[config.mk]
export PLATFORM = sky130hd
export DESIGN_NAME = cp0
export DESIGN_NICKNAME = d
export VERILOG_FILES = /design/src/rtl/cp0.sv
export SDC_FILE = /design/constraint.sdc
export NUM_CORES = 1
export LEC_CHECK = 0
export ABC_AREA = 1
export BUFFER_PORTS_ARGS = -buffer_cell sky130_fd_sc_hd__buf_2
export CORE_MARGIN = 2
export CORE_UTILIZATION = 54
export CTS_BUF_LIST = sky130_fd_sc_hd__clkbuf_8
export CTS_CLUSTER_DIAMETER = 40
export DETAILED_ROUTE_END_ITERATION = 7
export PLACE_DENSITY = 0.95
export SLEW_MARGIN = 25
export SYNTH_ARGS = -nofsm -noshare
export SYNTH_HDL_FRONTEND = slang
export SYNTH_SLANG_ARGS = --single-unit
[constraint.sdc]
create_clock -name i_clk -period 5.7 [get_ports i_clk]
set_input_delay 1.71 -clock i_clk [delete_from_list [all_inputs] [get_ports i_clk]]
set_output_delay 1.71 -clock i_clk [all_outputs]
set_load 0.01 [all_outputs]
[src/rtl/cp0.sv]
// cp0 - CPU-side coprocessor 0.
// Latches the device interrupt lines, holds SR / Cause / EPC / PRId and raises
// a trap request to the pipeline for enabled interrupts or internal exceptions.
// On trap entry the victim PC and cause are saved; eret (i_exl_clr) returns to RUN.
//
// Ports
//   i_clk       system clock, all state updates on posedge
//   i_reset     asynchronous active-high reset
//   i_a1        mfc0 read register number
//   i_a2        mtc0 write register number
//   i_din       mtc0 write data
//   i_we        mtc0 write enable
//   i_pc        PC of the M-stage instruction
//   i_bd_in     M-stage instruction sits in a branch delay slot
//   i_exc_code  internal exception code, 0 = none
//   i_exl_clr   eret in the M stage
//   i_hw_int    device interrupt lines, bit 0 is the timer
//   o_req       trap now (combinational)
//   o_epc       current EPC value
//   o_dout      mfc0 read data (combinational on i_a1)
//
// state   | meaning
// --------+---------------------------------------------
// RUN     | EXL=0, traps may be taken
// HANDLER | EXL=1, inside the handler, traps suppressed

module cp0 #(
    parameter logic [31:0] PRID = 32'h5345_5500
) (
    input  logic        i_clk,
    input  logic        i_reset,
    input  logic [4:0]  i_a1,
    input  logic [4:0]  i_a2,
    input  logic [31:0] i_din,
    input  logic        i_we,
    input  logic [31:0] i_pc,
    input  logic        i_bd_in,
    input  logic [4:0]  i_exc_code,
    input  logic        i_exl_clr,
    input  logic [5:0]  i_hw_int,
    output logic        o_req,
    output logic [31:0] o_epc,
    output logic [31:0] o_dout
);

    localparam logic [4:0] REG_SR    = 5'd12;
    localparam logic [4:0] REG_CAUSE = 5'd13;
    localparam logic [4:0] REG_EPC   = 5'd14;
    localparam logic [4:0] REG_PRID  = 5'd15;

    // The state encoding is the EXL bit itself.
    typedef enum logic {
        RUN     = 1'b0,
        HANDLER = 1'b1
    } state_t;

    state_t      r_state;
    logic [5:0]  r_im;
    logic        r_ie;
    logic        r_bd;
    logic [5:0]  r_ip;
    logic [4:0]  r_exc;
    logic [31:0] r_epc;

    state_t      w_state_nxt;
    logic [5:0]  w_im_nxt;
    logic        w_ie_nxt;
    logic        w_bd_nxt;
    logic [4:0]  w_exc_nxt;
    logic [31:0] w_epc_nxt;

    logic        w_exl;
    logic        w_int_req;
    logic        w_exc_req;
    logic        w_req;
    logic        w_sr_we;
    logic        w_epc_we;
    logic [31:0] w_victim;
    logic        w_unused;

    assign w_exl     = (r_state == HANDLER);
    // Live i_hw_int (not r_ip) so an interrupt traps in the cycle it arrives.
    assign w_int_req = r_ie & ~w_exl & (|(i_hw_int & r_im));
    assign w_exc_req = ~w_exl & (i_exc_code != 5'd0);
    assign w_req     = w_int_req | w_exc_req;
    assign o_req     = w_req;
    assign o_epc     = r_epc;

    // A trapping instruction is flushed, so its mtc0 must not land.
    assign w_sr_we   = i_we & (i_a2 == REG_SR)  & ~w_req;
    assign w_epc_we  = i_we & (i_a2 == REG_EPC) & ~w_req;
    assign w_victim  = i_bd_in ? (i_pc - 32'd4) : i_pc;

    assign w_unused  = ^{i_din[31:16], i_din[9:2]};

    always_comb begin
        w_state_nxt = r_state;
        w_im_nxt    = r_im;
        w_ie_nxt    = r_ie;
        w_bd_nxt    = r_bd;
        w_exc_nxt   = r_exc;
        w_epc_nxt   = r_epc;

        if (w_sr_we) begin
            w_im_nxt    = i_din[15:10];
            w_ie_nxt    = i_din[0];
            w_state_nxt = i_din[1] ? HANDLER : RUN;
        end
        if (w_epc_we) begin
            w_epc_nxt = {i_din[31:2], 2'b00};
        end

        // eret beats a simultaneous SR write on the EXL bit only.
        case (r_state)
            RUN: begin
                if (w_req) begin
                    w_state_nxt = HANDLER;
                    w_bd_nxt    = i_bd_in;
                    w_epc_nxt   = {w_victim[31:2], 2'b00};
                    w_exc_nxt   = w_int_req ? 5'd0 : i_exc_code;
                end
            end
            HANDLER: begin
                if (i_exl_clr) begin
                    w_state_nxt = RUN;
                end
            end
            default: w_state_nxt = RUN;
        endcase
    end

    always_ff @(posedge i_clk or posedge i_reset) begin
        if (i_reset) begin
            r_state <= RUN;
            r_im    <= 6'd0;
            r_ie    <= 1'b0;
            r_bd    <= 1'b0;
            r_ip    <= 6'd0;
            r_exc   <= 5'd0;
            r_epc   <= 32'd0;
        end else begin
            r_state <= w_state_nxt;
            r_im    <= w_im_nxt;
            r_ie    <= w_ie_nxt;
            r_bd    <= w_bd_nxt;
            r_ip    <= i_hw_int;
            r_exc   <= w_exc_nxt;
            r_epc   <= w_epc_nxt;
        end
    end

    always_comb begin
        o_dout = 32'd0;
        case (i_a1)
            REG_SR:    o_dout = {16'd0, r_im, 8'd0, w_exl, r_ie};
            REG_CAUSE: o_dout = {r_bd, 15'd0, r_ip, 3'd0, r_exc, 2'b00};
            REG_EPC:   o_dout = r_epc;
            REG_PRID:  o_dout = PRID;
            default:   o_dout = 32'd0;
        endcase
    end

endmodule

==> impl_metrics.csv <==
group,metric,value,unit
cts,cts.sinks,52,
worst_hold_path,hold_path_class,"reg2reg",
timing,period_minus_slack,4.715,ns
die,core_area,6422,um2
final_layout,fillers,530,
routing,drt-wirelength-per-cell,14.30,um
timing,setup_violations,0,
timing,totalNegativeSetupSlack,0,ns
routing,wl,11070,um
run_status,status,"finished, violations left",
final_layout,n_antenna_cell,0,
logic_synthesis,synth_common_cells,"192 x nand2_1, 72 x nor2_1, 68 x inv_1, 52 x dfrtp_1, 23 x o21ai_0",
die,start_util,0.5619,
cts,clk_pin_slew,0.09,ns
final_layout,post-route-util,0.7066,
cts,cts_resized,0,
critical_path,r2r_slack,3.61,ns
cts,clockBufferDepth,2,
routing,drc,9,
power_and_ir_drop,clkPwrFrac,0.173,
critical_path,setup.worst_path.start_class,"input port",
final_layout,syn_to_final_growth,25.76,%
timing,slew_headroom,0.3917,
power_and_ir_drop,intPower,932.8,uW
run_status,violations,"design-rule violations",
critical_path,crit-reg2reg-launch,"r_im[2]",
place,placed_area,4412,um2
routing,drt_first_pass_iters,7,
logic_synthesis,synth-seq-cells,52,
die,die_h,85.75,um
logic_synthesis,synth_area_leaders,"dfrtp_1 36%, nand2_1 20%, nor2_1 7.5%",
cts,cts_inserted_buffers,5,
global_route,grt_pass1_wl,17850,um
logic_synthesis,ys_seq_area_frac,0.3606,
die,fp-row-count,29,
critical_path,arrival,3.00,ns
logic_synthesis,synth.avg_cell_area,6.549,um2
final_layout,drive_above_1_share,0.2712,
worst_hold_path,min-delay-start,"r_im[0]",
critical_path,r2r_end,"r_im[1]",
place,dp_hpwl,8636,um
cts,cts_root_buffer,"clkbuf_8",
timing,finalHoldViolations,0,
timing,rsz0062_at_grt,"no",
routing,vias_per_cell,5.386,
run,drv_cap,0,
final_layout,nets,787,
die,num_io_pins,155,
logic_synthesis,synth_top_cell_by_area,"dfrtp_1",
timing,worst_pin_slew,0.9114,ns
logic_synthesis,synth_top_area_share,0.3606,
logic_synthesis,ys.flop_type,"dfrtp_1",
logic_synthesis,synthArstFlopShare,1.000,
worst_hold_path,hold_path_end,"r_im[0]",
final_layout,design_area,4538,um2
cts,cts_tree,"done",
power_and_ir_drop,p_per_area,357.2,nW/um2
logic_synthesis,synthCells,551,
critical_path,cp.required,3.99,ns
cts,worstSkewPairLatency,0.30,ns
logic_synthesis,syn-cell-area,3608,um2
place,io_buffers,152,
timing,fmax,212.1,MHz
worst_hold_path,hold_depth,2,
critical_path,worstSetupPathType,"in2out",
timing,drv_slew,0,
routing,vias,4169,
global_route,grt_pass1_vias,3841,
logic_synthesis,postSynthNetCount,642,
logic_synthesis,synth_cell_types,34,
cts,htreeDepth,2,
routing,antenna_left,0,
power_and_ir_drop,p_sw,688.3,uW
global_route,antenna_found_initial,0,
power_and_ir_drop,switching_share,0.4246,
place,routabilityCongestion,0.9134,
global_route,grt_max_degree,53,
global_route,grt-ovfl-total,0,
cts,post_cts_buffers,0,
power_and_ir_drop,ir_drop,0.0002428,V
die,die_w,85.75,um
critical_path,endpoint_kind,"output port",
critical_path,cp_max_fo,19,
critical_path,r2r_cells,10,
power_and_ir_drop,combPwrFrac,0.440,
routing,drt_iter0_drc,370,
cts,postCtsHoldBufs,0,
logic_synthesis,synth.most_common_cell,"nand2_1",
timing,finClkSkew,0.005095,ns
timing,fin_crit_sh,0.8271,
logic_synthesis,synth_warnings,0,
power_and_ir_drop,p_leak,2.647,nW
die,dieArea,7352,um2
logic_synthesis,synth_edf_count,0,
global_route,grt_usage,0.3023,
power_and_ir_drop,pwr-share-seq,0.388,
## sequential cells by signal, summed over array words and instances (netlist names)
signal,cells
o_epc,32
r_im,6
r_ip,6
r_exc,5
r_bd,1
r_ie,1
r_state,1
## worst max-delay path: stages
cell	delay [ns]
buf_2	0.10
nand2_1	0.08
nor2_1	0.06
nand2_1	0.08
clkinv_1	0.47
a22o_1	0.37
buf_2	0.13
## cells by family after synthesis
kind of cell	count (synthesis)	share of synthesized area
XOR/XNOR	16	0.03883
AND/OR/NAND/NOR	327	0.3918
AO/OA/AOI/OAI	60	0.09536
flip-flops	52	0.3606
multiplexers	4	0.01110
adder cells (fa/ha/maj)	1	0.003467
buffers and inverters	91	0.09882
## area by class of cell
type,instances,area [um2],area share
clock buffer,7,96.34,0.02123
clock inverter,1,30.03,0.006617
inverter,74,280.3,0.06176
multi-input combinational,408,1951,0.4298
sequential,52,1301,0.2867
tap,77,96.34,0.02123
timing repair buffer,155,783.3,0.1726
## layer usage
metal  global-route usage  vias up  wire length [um]
met1               0.3994     1918              4510
met4              0.08802        0               197
met2               0.5192      218              5487
met3              0.04139       20               876
li1                     -     2013                 -
met5                    0        -                 0
## power by group through the flow
stage          combinational [mW]  sequential [mW]  clock [mW]
2_1_floorplan               0.399            0.658           0
3_3_place_gp                0.679            0.625           0
3_5_place_dp                0.700            0.632           0
4_1_cts                     0.703            0.625       0.280
5_1_grt                     0.800            0.644       0.293
6_report                    0.713            0.629       0.280
## metrics by stage
step	setup slack [ns]	hold WS (ns)	power [mW]	cells
after global routing	0.8782	0.5649	1.737	774
after global placement	1.081	0.5053	1.304	766
after detailed placement	1.019	0.5204	1.332	766
after CTS	1.013	0.5416	1.608	774
final	0.9854	0.5384	1.621	774
after floorplan	1.466	0.4857	1.057	551
## cell usage in the layout (no fill, tap or decap), types with 6 or more instances in the layout
cell type	Yosys	final
nand3_1	22	22
buf_2	12	152
nor2_1	72	72
nand4_1	16	16
o21ai_1	10	10
nand2_1	192	192
nand2_2	6	6
xor2_1	16	16
clkbuf_8	0	7
o21ai_0	23	23
inv_1	68	67
a31oi_1	8	8
a21oi_1	6	6
dfrtp_1	52	52
## worst max path at each step
| stage | slack (ns) | startpoint | endpoint |
|---|---|---|---|
| after global routing | 0.88 | i_a1[3] | o_dout[14] |
| final | 0.99 | i_a1[3] | o_dout[2] |
| after global placement | 1.08 | i_a1[3] | o_dout[2] |
| after floorplan | 1.47 | i_a1[3] | o_dout[3] |
| after CTS | 1.01 | i_a1[3] | o_dout[2] |
| after detailed placement | 1.02 | i_a1[3] | o_dout[2] |
Note: power is estimated with default switching activity, not from simulation.
